`src/rtl/skintone_stream_pkg.sv`:
```
// Shared types, constants and the pixel pattern generator for the skintone
// stream driver and its watchdog.
package skintone_stream_pkg;

    localparam int unsigned LANE_WIDTH       = 32;
    localparam int unsigned STALL_MASK_WIDTH = 8;
    localparam int unsigned LANE_HALF_WIDTH  = 16;

    typedef enum logic [2:0] {
        S_IDLE,
        S_CONFIG,
        S_OPCODE,
        S_STREAM,
        S_DONE,
        S_ERROR
    } stream_state_t;

    // One 32-bit lane of a pixel beat: beat index in the upper half, lane number below.
    function automatic logic [LANE_WIDTH-1:0] lane_pattern(
        input logic [LANE_HALF_WIDTH-1:0] idx,
        input logic [LANE_HALF_WIDTH-1:0] lane
    );
        return {idx, lane};
    endfunction

endpackage

```
`src/rtl/skintone_stream_watchdog.sv`:
```
// Idle-cycle watchdog: counts enabled cycles since the last clear and flags
// expiry once C_TIMEOUT-1 is reached.
module skintone_stream_watchdog #(
    parameter int unsigned C_TIMEOUT = 1024
) (
    input  logic clk,
    input  logic rst,
    input  logic clear,
    input  logic enable,
    output logic expire
);
    localparam int unsigned CNT_WIDTH = $clog2(C_TIMEOUT + 1);

    logic [CNT_WIDTH-1:0] count;

    // Saturates at the expiry value so a stuck enable cannot wrap around.
    always_ff @(posedge clk) begin
        if (rst) begin
            count <= '0;
        end else if (clear) begin
            count <= '0;
        end else if (enable && !expire) begin
            count <= count + CNT_WIDTH'(1);
        end
    end

    assign expire = (count == CNT_WIDTH'(C_TIMEOUT - 1));

endmodule

```
`src/rtl/skintone_stream_driver.sv`:
```
// Bring-up traffic engine for the skintone accelerator: one config write, one
// opcode, then a stalled pixel stream with result counting and checksumming.
module skintone_stream_driver
    import skintone_stream_pkg::*;
#(
    parameter int unsigned C_DATA_WIDTH           = 128,
    parameter int unsigned C_CONFIG_ADDRESS_WIDTH = 36,
    parameter int unsigned C_CONFIG_DATA_WIDTH    = 128,
    parameter int unsigned C_OPCODE_WIDTH         = 16,
    parameter int unsigned C_COUNT_WIDTH          = 16,
    parameter int unsigned C_TIMEOUT              = 1024
) (
    input  logic                              clk,
    input  logic                              rst,
    input  logic                              start,
    input  logic [C_COUNT_WIDTH-1:0]          beat_count,
    input  logic [C_CONFIG_ADDRESS_WIDTH-1:0] cfg_addr,
    input  logic [C_CONFIG_DATA_WIDTH-1:0]    cfg_data,
    input  logic [C_OPCODE_WIDTH-1:0]         op_in,
    input  logic [STALL_MASK_WIDTH-1:0]       tx_stall_mask,
    input  logic [STALL_MASK_WIDTH-1:0]       rx_stall_mask,
    output logic [C_CONFIG_ADDRESS_WIDTH-1:0] config_address,
    output logic [C_CONFIG_DATA_WIDTH-1:0]    config_datain,
    output logic                              config_wrreq,
    input  logic                              config_wrack,
    output logic [C_OPCODE_WIDTH-1:0]         opcode,
    output logic                              opcode_valid,
    input  logic                              opcode_accept,
    output logic [C_DATA_WIDTH-1:0]           tx_data,
    output logic                              tx_valid,
    input  logic                              tx_ready,
    input  logic [C_DATA_WIDTH-1:0]           rx_data,
    input  logic                              rx_valid,
    output logic                              rx_ready,
    output logic [C_COUNT_WIDTH-1:0]          tx_count,
    output logic [C_COUNT_WIDTH-1:0]          rx_count,
    output logic [C_DATA_WIDTH-1:0]           rx_checksum,
    output logic                              done,
    output logic                              error
);
    localparam int unsigned NUM_LANES = C_DATA_WIDTH / LANE_WIDTH;
    localparam int unsigned IDX_WIDTH = $clog2(STALL_MASK_WIDTH);

    stream_state_t state, state_next;

    logic [C_COUNT_WIDTH-1:0] beat_q;
    logic [C_COUNT_WIDTH-1:0] tx_count_next;
    logic [C_COUNT_WIDTH-1:0] rx_count_next;
    logic [IDX_WIDTH-1:0]     cyc;
    logic [IDX_WIDTH-1:0]     cyc_next;
    logic [IDX_WIDTH-1:0]     tx_idx;
    logic [C_DATA_WIDTH-1:0]  tx_pattern;
    logic stall_done;
    logic tx_fire;
    logic rx_fire;
    logic run_start;
    logic complete;
    logic tx_free;
    logic tx_want;
    logic tx_stall;
    logic tx_load;
    logic wd_clear;
    logic wd_enable;
    logic wd_expire;

    // Handshake decode and post-edge counter values.
    always_comb begin
        tx_fire       = tx_valid & tx_ready;
        rx_fire       = rx_valid & rx_ready;
        run_start     = (state == S_IDLE) && start;
        tx_count_next = tx_count + C_COUNT_WIDTH'(tx_fire);
        rx_count_next = rx_count + C_COUNT_WIDTH'(rx_fire);
        complete      = (tx_count_next == beat_q) && (rx_count_next == beat_q);
        cyc_next      = run_start ? '0 : cyc + IDX_WIDTH'(1);
        tx_idx        = tx_count_next[IDX_WIDTH-1:0];
    end

    always_ff @(posedge clk) begin
        if (rst) begin
            state <= S_IDLE;
        end else begin
            state <= state_next;
        end
    end

    always_comb begin
        state_next = state;
        case (state)
            S_IDLE: begin
                if (start) state_next = S_CONFIG;
            end
            S_CONFIG: begin
                if (config_wrack)   state_next = S_OPCODE;
                else if (wd_expire) state_next = S_ERROR;
            end
            S_OPCODE: begin
                if (opcode_accept)  state_next = (beat_q == '0) ? S_DONE : S_STREAM;
                else if (wd_expire) state_next = S_ERROR;
            end
            S_STREAM: begin
                if (complete)                             state_next = S_DONE;
                else if (wd_expire && !tx_fire && !rx_fire) state_next = S_ERROR;
            end
            S_DONE:  state_next = S_IDLE;
            S_ERROR: state_next = S_IDLE;
            default: state_next = S_IDLE;
        endcase
    end

    // A free transmit slot with beats left either loads the next beat or burns one stall cycle.
    always_comb begin
        wd_enable = (state == S_CONFIG) || (state == S_OPCODE) || (state == S_STREAM);
        wd_clear  = (state_next != state) || tx_fire || rx_fire;
        tx_free   = !tx_valid || tx_fire;
        tx_want   = (state_next == S_STREAM) && tx_free && (tx_count_next < beat_q);
        tx_stall  = tx_stall_mask[tx_idx] && !stall_done;
        tx_load   = tx_want && !tx_stall;
    end

    always_comb begin
        tx_pattern = '0;
        for (int unsigned i = 0; i < NUM_LANES; i++) begin
            tx_pattern[i*LANE_WIDTH +: LANE_WIDTH] =
                lane_pattern(LANE_HALF_WIDTH'(tx_count_next), LANE_HALF_WIDTH'(i));
        end
    end

    always_ff @(posedge clk) begin
        if (rst) begin
            config_address <= '0;
            config_datain  <= '0;
            config_wrreq   <= 1'b0;
            opcode         <= '0;
            opcode_valid   <= 1'b0;
            tx_data        <= '0;
            tx_valid       <= 1'b0;
            rx_ready       <= 1'b0;
            tx_count       <= '0;
            rx_count       <= '0;
            rx_checksum    <= '0;
            done           <= 1'b0;
            error          <= 1'b0;
            beat_q         <= '0;
            cyc            <= '0;
            stall_done     <= 1'b0;
        end else begin
            cyc          <= cyc_next;
            config_wrreq <= (state_next == S_CONFIG);
            opcode_valid <= (state_next == S_OPCODE);
            done         <= (state_next == S_DONE);
            rx_ready     <= (state_next == S_STREAM) && (rx_count_next < beat_q)
                            && !rx_stall_mask[cyc_next];
            if (run_start) begin
                config_address <= cfg_addr;
                config_datain  <= cfg_data;
                opcode         <= op_in;
                beat_q         <= beat_count;
                tx_count       <= '0;
                rx_count       <= '0;
                rx_checksum    <= '0;
                error          <= 1'b0;
                stall_done     <= 1'b0;
            end else begin
                tx_count <= tx_count_next;
                rx_count <= rx_count_next;
                if (rx_fire)                 rx_checksum <= rx_checksum ^ rx_data;
                if (state_next == S_ERROR)   error       <= 1'b1;
            end
            // tx_valid only falls after a handshake, or when the stream is abandoned.
            if (tx_load) begin
                tx_valid   <= 1'b1;
                tx_data    <= tx_pattern;
                stall_done <= 1'b0;
            end else if (tx_free || (state_next != S_STREAM)) begin
                tx_valid <= 1'b0;
                if (tx_want) stall_done <= 1'b1;
            end
        end
    end

    skintone_stream_watchdog #(
        .C_TIMEOUT (C_TIMEOUT)
    ) u_watchdog (
        .clk    (clk),
        .rst    (rst),
        .clear  (wd_clear),
        .enable (wd_enable),
        .expire (wd_expire)
    );

endmodule
```
`config.mk`:
```
export PLATFORM = sky130hd
export DESIGN_NAME = skintone_stream_driver
export DESIGN_NICKNAME = d
export VERILOG_FILES = /design/src/rtl/skintone_stream_pkg.sv /design/src/rtl/skintone_stream_watchdog.sv /design/src/rtl/skintone_stream_driver.sv
export SDC_FILE = /design/constraint.sdc
export NUM_CORES = 1
export LEC_CHECK = 0
export CORE_AREA = 8 8 312 314
export CTS_CLUSTER_SIZE = 10
export DETAILED_ROUTE_END_ITERATION = 10
export DIE_AREA = 0 0 320 322
export PLACE_DENSITY_LB_ADDON = 0.1
export SLEW_MARGIN = 30
export SYNTH_ARGS = -nofsm -noshare
export SYNTH_HDL_FRONTEND = slang
export SYNTH_SLANG_ARGS = --single-unit
```
`constraint.sdc`:
```
create_clock -name clk -period 4.6 [get_ports clk]
set_input_delay 0.92 -clock clk [delete_from_list [all_inputs] [get_ports clk]]
set_output_delay 0.92 -clock clk [all_outputs]
set_load 0.05 [all_outputs]
```
; ---- Yosys cells after proc, flatten, opt, wreduce, memory -nomap -nowiden
; Index checks and enable logic that the tools add are counted.
[classes]
addsub = 4
magnitude_cmp = 4
n_eq_ne = 13
n_mux = 18
bitwise_logic = 3
n_reduce_logical = 30
[op_table]
columns = operator, count
row1 = 128-bit XOR, 1
row2 = 16-bit by 1-bit adder with 16-bit output, 2
row3 = 16-bit equality test, 2
row4 = 16-bit < comparator, 2
row5 = 3-bit two-way mux, 8
row6 = 16-bit logical NOT, 1
row7 = "3-bit by 2-bit equality test with 1-bit output, second input constant", 4
row8 = 3-bit case mux with 4 select lines, 1
row9 = "11-bit by 1-bit adder with 11-bit output, second input constant", 1
row10 = "11-bit by 10-bit equality test with 1-bit output, second input constant", 1
row11 = 1-bit logical AND, 11
row12 = "3-bit by 4-bit < comparator with 1-bit output, second input constant", 2
row13 = 1-bit logical NOT, 7
row14 = 1-bit two-way mux, 7
row15 = 1-bit binary-select mux with 3-bit select, 2
row16 = "3-bit by 1-bit equality test with 1-bit output, second input constant", 2
row17 = "3-bit equality test, second input constant", 2
row18 = 1-bit logical OR, 6
row19 = 2-bit OR reduction, 3
row20 = "3-bit by 1-bit adder with 3-bit output, second input constant", 1
row21 = 3-bit logical NOT, 1
row22 = "3-bit by 2-bit != test with 1-bit output, second input constant", 1
row23 = 3-bit != test, 1
row24 = 1-bit bitwise AND, 2
row25 = 2-bit nonzero test, 1
[word_totals]
register_bits = 448
inputBits = 347
out_inout_bits = 474
elab_cells = 90

; ---- Logic depth before layout (Yosys ltp)
[depth]
word_depth = 12
mapped_depth = 17

; ---- By module
; A second synthesis with hierarchy kept.
[hier_totals]
cells_unflattened = 1983
area_unflattened_um2 = 16509.6
[modules_own_cells]
columns = mod, instances, cells_each, area_per_inst_um2, seq_area_each_um2
row1 = skintone_stream_driver, 1, 1914, 15879.0, 7727.4
row2 = skintone_stream_watchdog, 1, 69, 630.6, 220.2

; ---- Least setup slack after synthesis
; OpenSTA, ideal clock, no wires.
[synth_timing]
kind = input port to flip-flop
startpoint = input rx_valid
endpoint = register tx_data[118]
setup_ns = 0.081
t_arrival_ns = 4.262
slack_ns = 0.257
stages = 16
path_buffers = 2
path_cell_list = and2_1 clkbuf_1 ha_1 nand4_1 nor4_1 nand3_1 xnor2_1 ha_1 nand4_1 nor3_1 a31oi_1 a221oi_4 or3_4 nor2_4 buf_8 a211oi_2
[synth_via]
elab_chain_len = 10
[synth_rtl]
columns = element, line_no
row1 = start: declaration, skintone_stream_driver.sv:33  ; input logic rx_valid,
row2 = 1-bit bitwise AND, skintone_stream_driver.sv:69  ; rx_fire = rx_valid & rx_ready;
row3 = named net rx_fire, skintone_stream_driver.sv:55  ; logic rx_fire;
row4 = 16-bit by 1-bit adder with 16-bit output, skintone_stream_driver.sv:72  ; rx_count_next = rx_count + C_COUNT_WIDTH'(rx_fire);
row5 = named net rx_count_next[13], skintone_stream_driver.sv:48  ; logic [C_COUNT_WIDTH-1:0] rx_count_next;
row6 = 16-bit equality test, skintone_stream_driver.sv:73  ; complete = (tx_count_next == beat_q) && (rx_count_next == beat_q);
row7 = 1-bit logical AND, skintone_stream_driver.sv:73
row8 = 3-bit two-way mux, skintone_stream_driver.sv:101  ; if (complete) state_next = S_DONE;
row9 = 3-bit case mux with 4 select lines, skintone_stream_driver.sv:88  ; case (state)
row10 = 3-bit by 2-bit equality test with 1-bit output, skintone_stream_driver.sv:115  ; tx_want = (state_next == S_STREAM) && tx_free && (tx_count_next < beat_q);
row11 = 1-bit logical AND (2 in series), skintone_stream_driver.sv:115
row12 = 1-bit logical AND, skintone_stream_driver.sv:117  ; tx_load = tx_want && !tx_stall;
row13 = end signal: assignment, skintone_stream_driver.sv:172  ; tx_data <= tx_pattern;
row14 = end: declaration, skintone_stream_driver.sv:29  ; output logic [C_DATA_WIDTH-1:0] tx_data,
; The timed path passes the listed nets, and every way through them passes these cells.
; A chain may end at the register's enable or synchronous reset.

; ---- Final worst setup path
[layout_timing]
startpoint = input tx_ready
endpoint = register tx_data[95]
[layout_rtl]
columns = element, line_no
row1 = start: declaration, skintone_stream_driver.sv:31  ; input logic tx_ready,
row2 = 1-bit bitwise AND *, skintone_stream_driver.sv:68  ; tx_fire = tx_valid & tx_ready;
row3 = 16-bit by 1-bit adder with 16-bit output *, skintone_stream_driver.sv:71  ; tx_count_next = tx_count + C_COUNT_WIDTH'(tx_fire);
row4 = named net tx_count_next[6], skintone_stream_driver.sv:47  ; logic [C_COUNT_WIDTH-1:0] tx_count_next;
row5 = 16-bit equality test, skintone_stream_driver.sv:73
row6 = 1-bit logical AND, skintone_stream_driver.sv:73
row7 = 3-bit two-way mux, skintone_stream_driver.sv:101
row8 = 3-bit case mux with 4 select lines, skintone_stream_driver.sv:88
row9 = 3-bit by 2-bit equality test with 1-bit output, skintone_stream_driver.sv:115
row10 = 1-bit logical AND, skintone_stream_driver.sv:115
row11 = 1-bit logical AND *, skintone_stream_driver.sv:115
row12 = 1-bit logical AND *, skintone_stream_driver.sv:117
; The timed path passes the listed nets; every way through them passes the cells marked *. The select of a mux whose other input is x is not followed.

==> results.md <==
* Yosys reg bits at 397
* Clk slew on worst S/H paths at 0.05 ns
* Worst Path Arrival at between 4 and 5 ns
* Hold WC Path Type: register to register
* Ys async rst share at 0%
* Status: completed
* P_leak at 9.94 nW
* Worst-margin pin slew at 0.997 ns
* GPL Wtd Cong at 0.763
* Die area at 103000 um2
* Clock Root Buffer: clkbuf_16
* CTS Hold Buffers Added at 0
* CTS tree: done
* # IOs at 821
* EDFF count, synth at 0
* GRT Util Overall at a little over an eighth
* Max-slew violation count at 0
* Largest net degree at the start of global routing at 148
* Cell variety after synth at 58
* Post-synthesis compound-gate area fraction at between 9 and 10%
* Yosys Warn Count at 0
* CTS H-tree depth at 2
* Total gr overflow at 0
* Cell Pwr Density at 367 nW/um2
* Die X at 320 um
* Final wirelength at 74500 um
* Final Hold Vio Count at 0
* Area growth, synth to finish at 63.3%
* Initial Utilization at ~18%
* Global-route wire length before repair at 107000 um
* Initial antenna violation count at 11
* Crit path kind: input pin to register
* Via density at 3.89
* Max clock buf depth at 3
* Clock sink count at 397
* Total CTS buffers at 52
* Setup Viol. Count Final at 0
* Critical path startpoint category: input pin
* DP HPWL at 57100 um
* Rel. slew slack at 33.6%
* Pre-CTS setup slack at -0.522 ns
* WL per Instance at 18.9 um
* Final WS setup at 0.257 ns
* Most used DFF post-synth: dfxtp_1
* Fmax at 230 MHz
* Share of layout cells above drive strength 1 at between 6 and 7%
* Maximum vdd drop at 0.257 mV
* # DRC at 0
* PortBufs at 760
* Num rows at 112
* DIE HEIGHT at 322 um
* Max Cap Viol at 0
* Syn Area/Cell at 8.31 um2
* Synth Area in Adders at 2.99%
* Crit end category: register
* Final worst-path cycle share at 94.4%
* Clock latency on the worst-skew pair at 0.61 ns
* Core area at 92500 um2
* Placed Area at approximately 25000 um2
* Vias in the first global route at approximately 16000
* Final Cell Area at 26700 um2
* Final ANT Viol Nets at 0
* Fin crit period at about 4.3 ns
* Mux contribution to synthesized area at 0.589%
* Main combinational cell family by area after synthesis: simple AND/OR/NAND/NOR gates
* Overall Power at 9.80 mW
* Data required, critical path at ~5 ns
* Drt pass-1 iters at 5
* Sequential element share of the synthesized area at roughly half
* Synth Cell Area at 16300 um2
* Critical path fanouts, max at 15
* Fillers at slightly below 10000
* 1st-iter DRT viols at 574
* RSZ-0062 raised after global routing: no
* Post-Route Skew at 0.0140 ns
* XOR/XNOR Fraction of Synth Area at 8.95%
* Simple-gate share of the synthesized area at 20.6%
* Layout Nets at 3076
* Syn Inst Count at 1968
* Vias after detailed routing at 15300
==> worst max-delay path, stage by stage <==
cell and delay (ns):
clkdlybuf4s50_1 0.49, and2_1 0.17, buf_4 0.11, ha_1 0.13, ha_1 0.22, nand3_1 0.12, nor2_1 0.16, nand2_1 0.09
xor2_1 0.21, inv_1 0.08, ha_1 0.30, nand4_1 0.16, nor4_2 0.38, buf_4 0.17, a31oi_1 0.15, a221oi_4 0.37
or3_4 0.21, nor2_4 0.05, buf_12 0.14, a211oi_1 0.21
==> layout by cell type (no fill, tap or decap), types with 6 or more instances in the layout <==
cell and instances:
a211oi_2 9, a21o_1 7, a21oi_1 229, and2_1 20, and3_1 6, buf_12 9
buf_4 55, clkbuf_1 16, clkbuf_16 53, clkbuf_8 10, clkdlybuf4s50_1 759, clkinv_2 6
conb_1 60, dfxtp_1 397, diode_2 10, ha_1 39, inv_1 40, nand2_1 545
nand3_1 13, nand4_1 12, nor2_1 181, nor3_1 7, nor4_1 10, o21ai_0 10
xnor2_1 25, xor2_1 142
==> cell usage after synthesis (2+ instances only) <==
cell	instances	share of area, %
o31a_1	2	0.11
and2_1	21	0.80
a31oi_1	3	0.11
mux4_2	2	0.28
buf_1	4	0.092
a21o_1	7	0.32
or3_4	2	0.14
nor3_1	8	0.24
buf_4	111	5.1
xor2_1	142	7.6
a211oi_1	5	0.23
nand2_1	545	13
xnor2_1	25	1.3
and4_1	2	0.11
a21oi_1	229	7.0
nand2b_1	3	0.11
a211oi_2	9	0.69
nand4_1	12	0.46
o21ai_0	10	0.31
nor2b_1	5	0.19
buf_2	13	0.40
dfxtp_1	397	49
nor4_1	11	0.42
ha_1	39	3.0
nand3_1	13	0.40
and3_1	6	0.23
nor2_1	182	4.2
mux2i_1	4	0.24
inv_1	40	0.92
clkbuf_1	87	2.0
or3b_2	2	0.11
==> path summary, 6_finish.rpt <==
check | cells after the start | slack [ns] | endpoint | startpoint
setup reg to reg | 19 | 0.68 | tx_data[95] | tx_valid
setup / recovery | 20 | 0.26 | tx_data[95] | tx_ready
hold reg to reg | 2 | 0.45 | u_watchdog.count[10] | u_watchdog.count[10]
hold / removal | 2 | 0.45 | u_watchdog.count[10] | u_watchdog.count[10]
==> cell families after synthesis <==
logic type	Yosys count
muxes	7
DFF	397
other	1
xor gates and xnor gates	167
AOI/OAI and AO/OA	279
adders and majority gates	39
buffers and inverters	256
and+or+nand+nor	822
==> sequential cells by signal, indices dropped and copies added, names as in the netlist, 3 cells and up <==
signal / flops
beat_q: 16
config_address: 36
config_datain: 128
cyc: 3
opcode: 16
rx_checksum: 128
rx_count: 16
state: 3
tx_count: 16
tx_data: 17
u_watchdog.count: 11
==> layout make-up <==
| cell class | instances | area (um2) | area share [%] |
|---|---|---|---|
| flip-flops and latches | 397 | 7950 | 29.8 |
| well taps | 1197 | 1500 | 5.61 |
| clock buffers | 78 | 1510 | 5.66 |
| clock inverters | 10 | 86.3 | 0.323 |
| diodes | 10 | 25.0 | 0.0937 |
| repair buffers | 825 | 8230 | 30.8 |
| multi-input cells | 1374 | 7250 | 27.2 |
| inverters | 40 | 150 | 0.562 |
==> routing by layer <==
layer | part of all wire (%) | track usage, %
met5 | 0.066 | 0
met3 | 9.4 | 5.78
met2 | 51 | 24.8
met1 | 37 | 14.1
met4 | 2.6 | 4.58
==> what timing repair did <==
item	in CTS	in global routing
setup buffers	0	2
setup endpoints to repair	0	17
resized for setup	0	2
==> metrics by stage <==
step | instances | hold slack, ns | setup TNS [ns] | util [%]
3_3_place_gp | 3830 | 0.433 | -13.30 | 27.0
6_report | 3931 | 0.447 | 0 | 28.9
3_5_place_dp | 3830 | 0.438 | -15.27 | 27.0
4_1_cts | 3918 | 0.450 | 0 | 28.8
5_1_grt | 3925 | 0.466 | 0 | 28.9
2_1_floorplan | 2027 | 0.418 | 0 | -
==> power breakdown <==
| part | internal (mW) | switching [mW] |
|---|---|---|
| Combinational | 0.792 | 1.39 |
| Sequential | 3.61 | 0.109 |
| Clock | 2.30 | 1.59 |
Power figures use the tool's default switching activity.
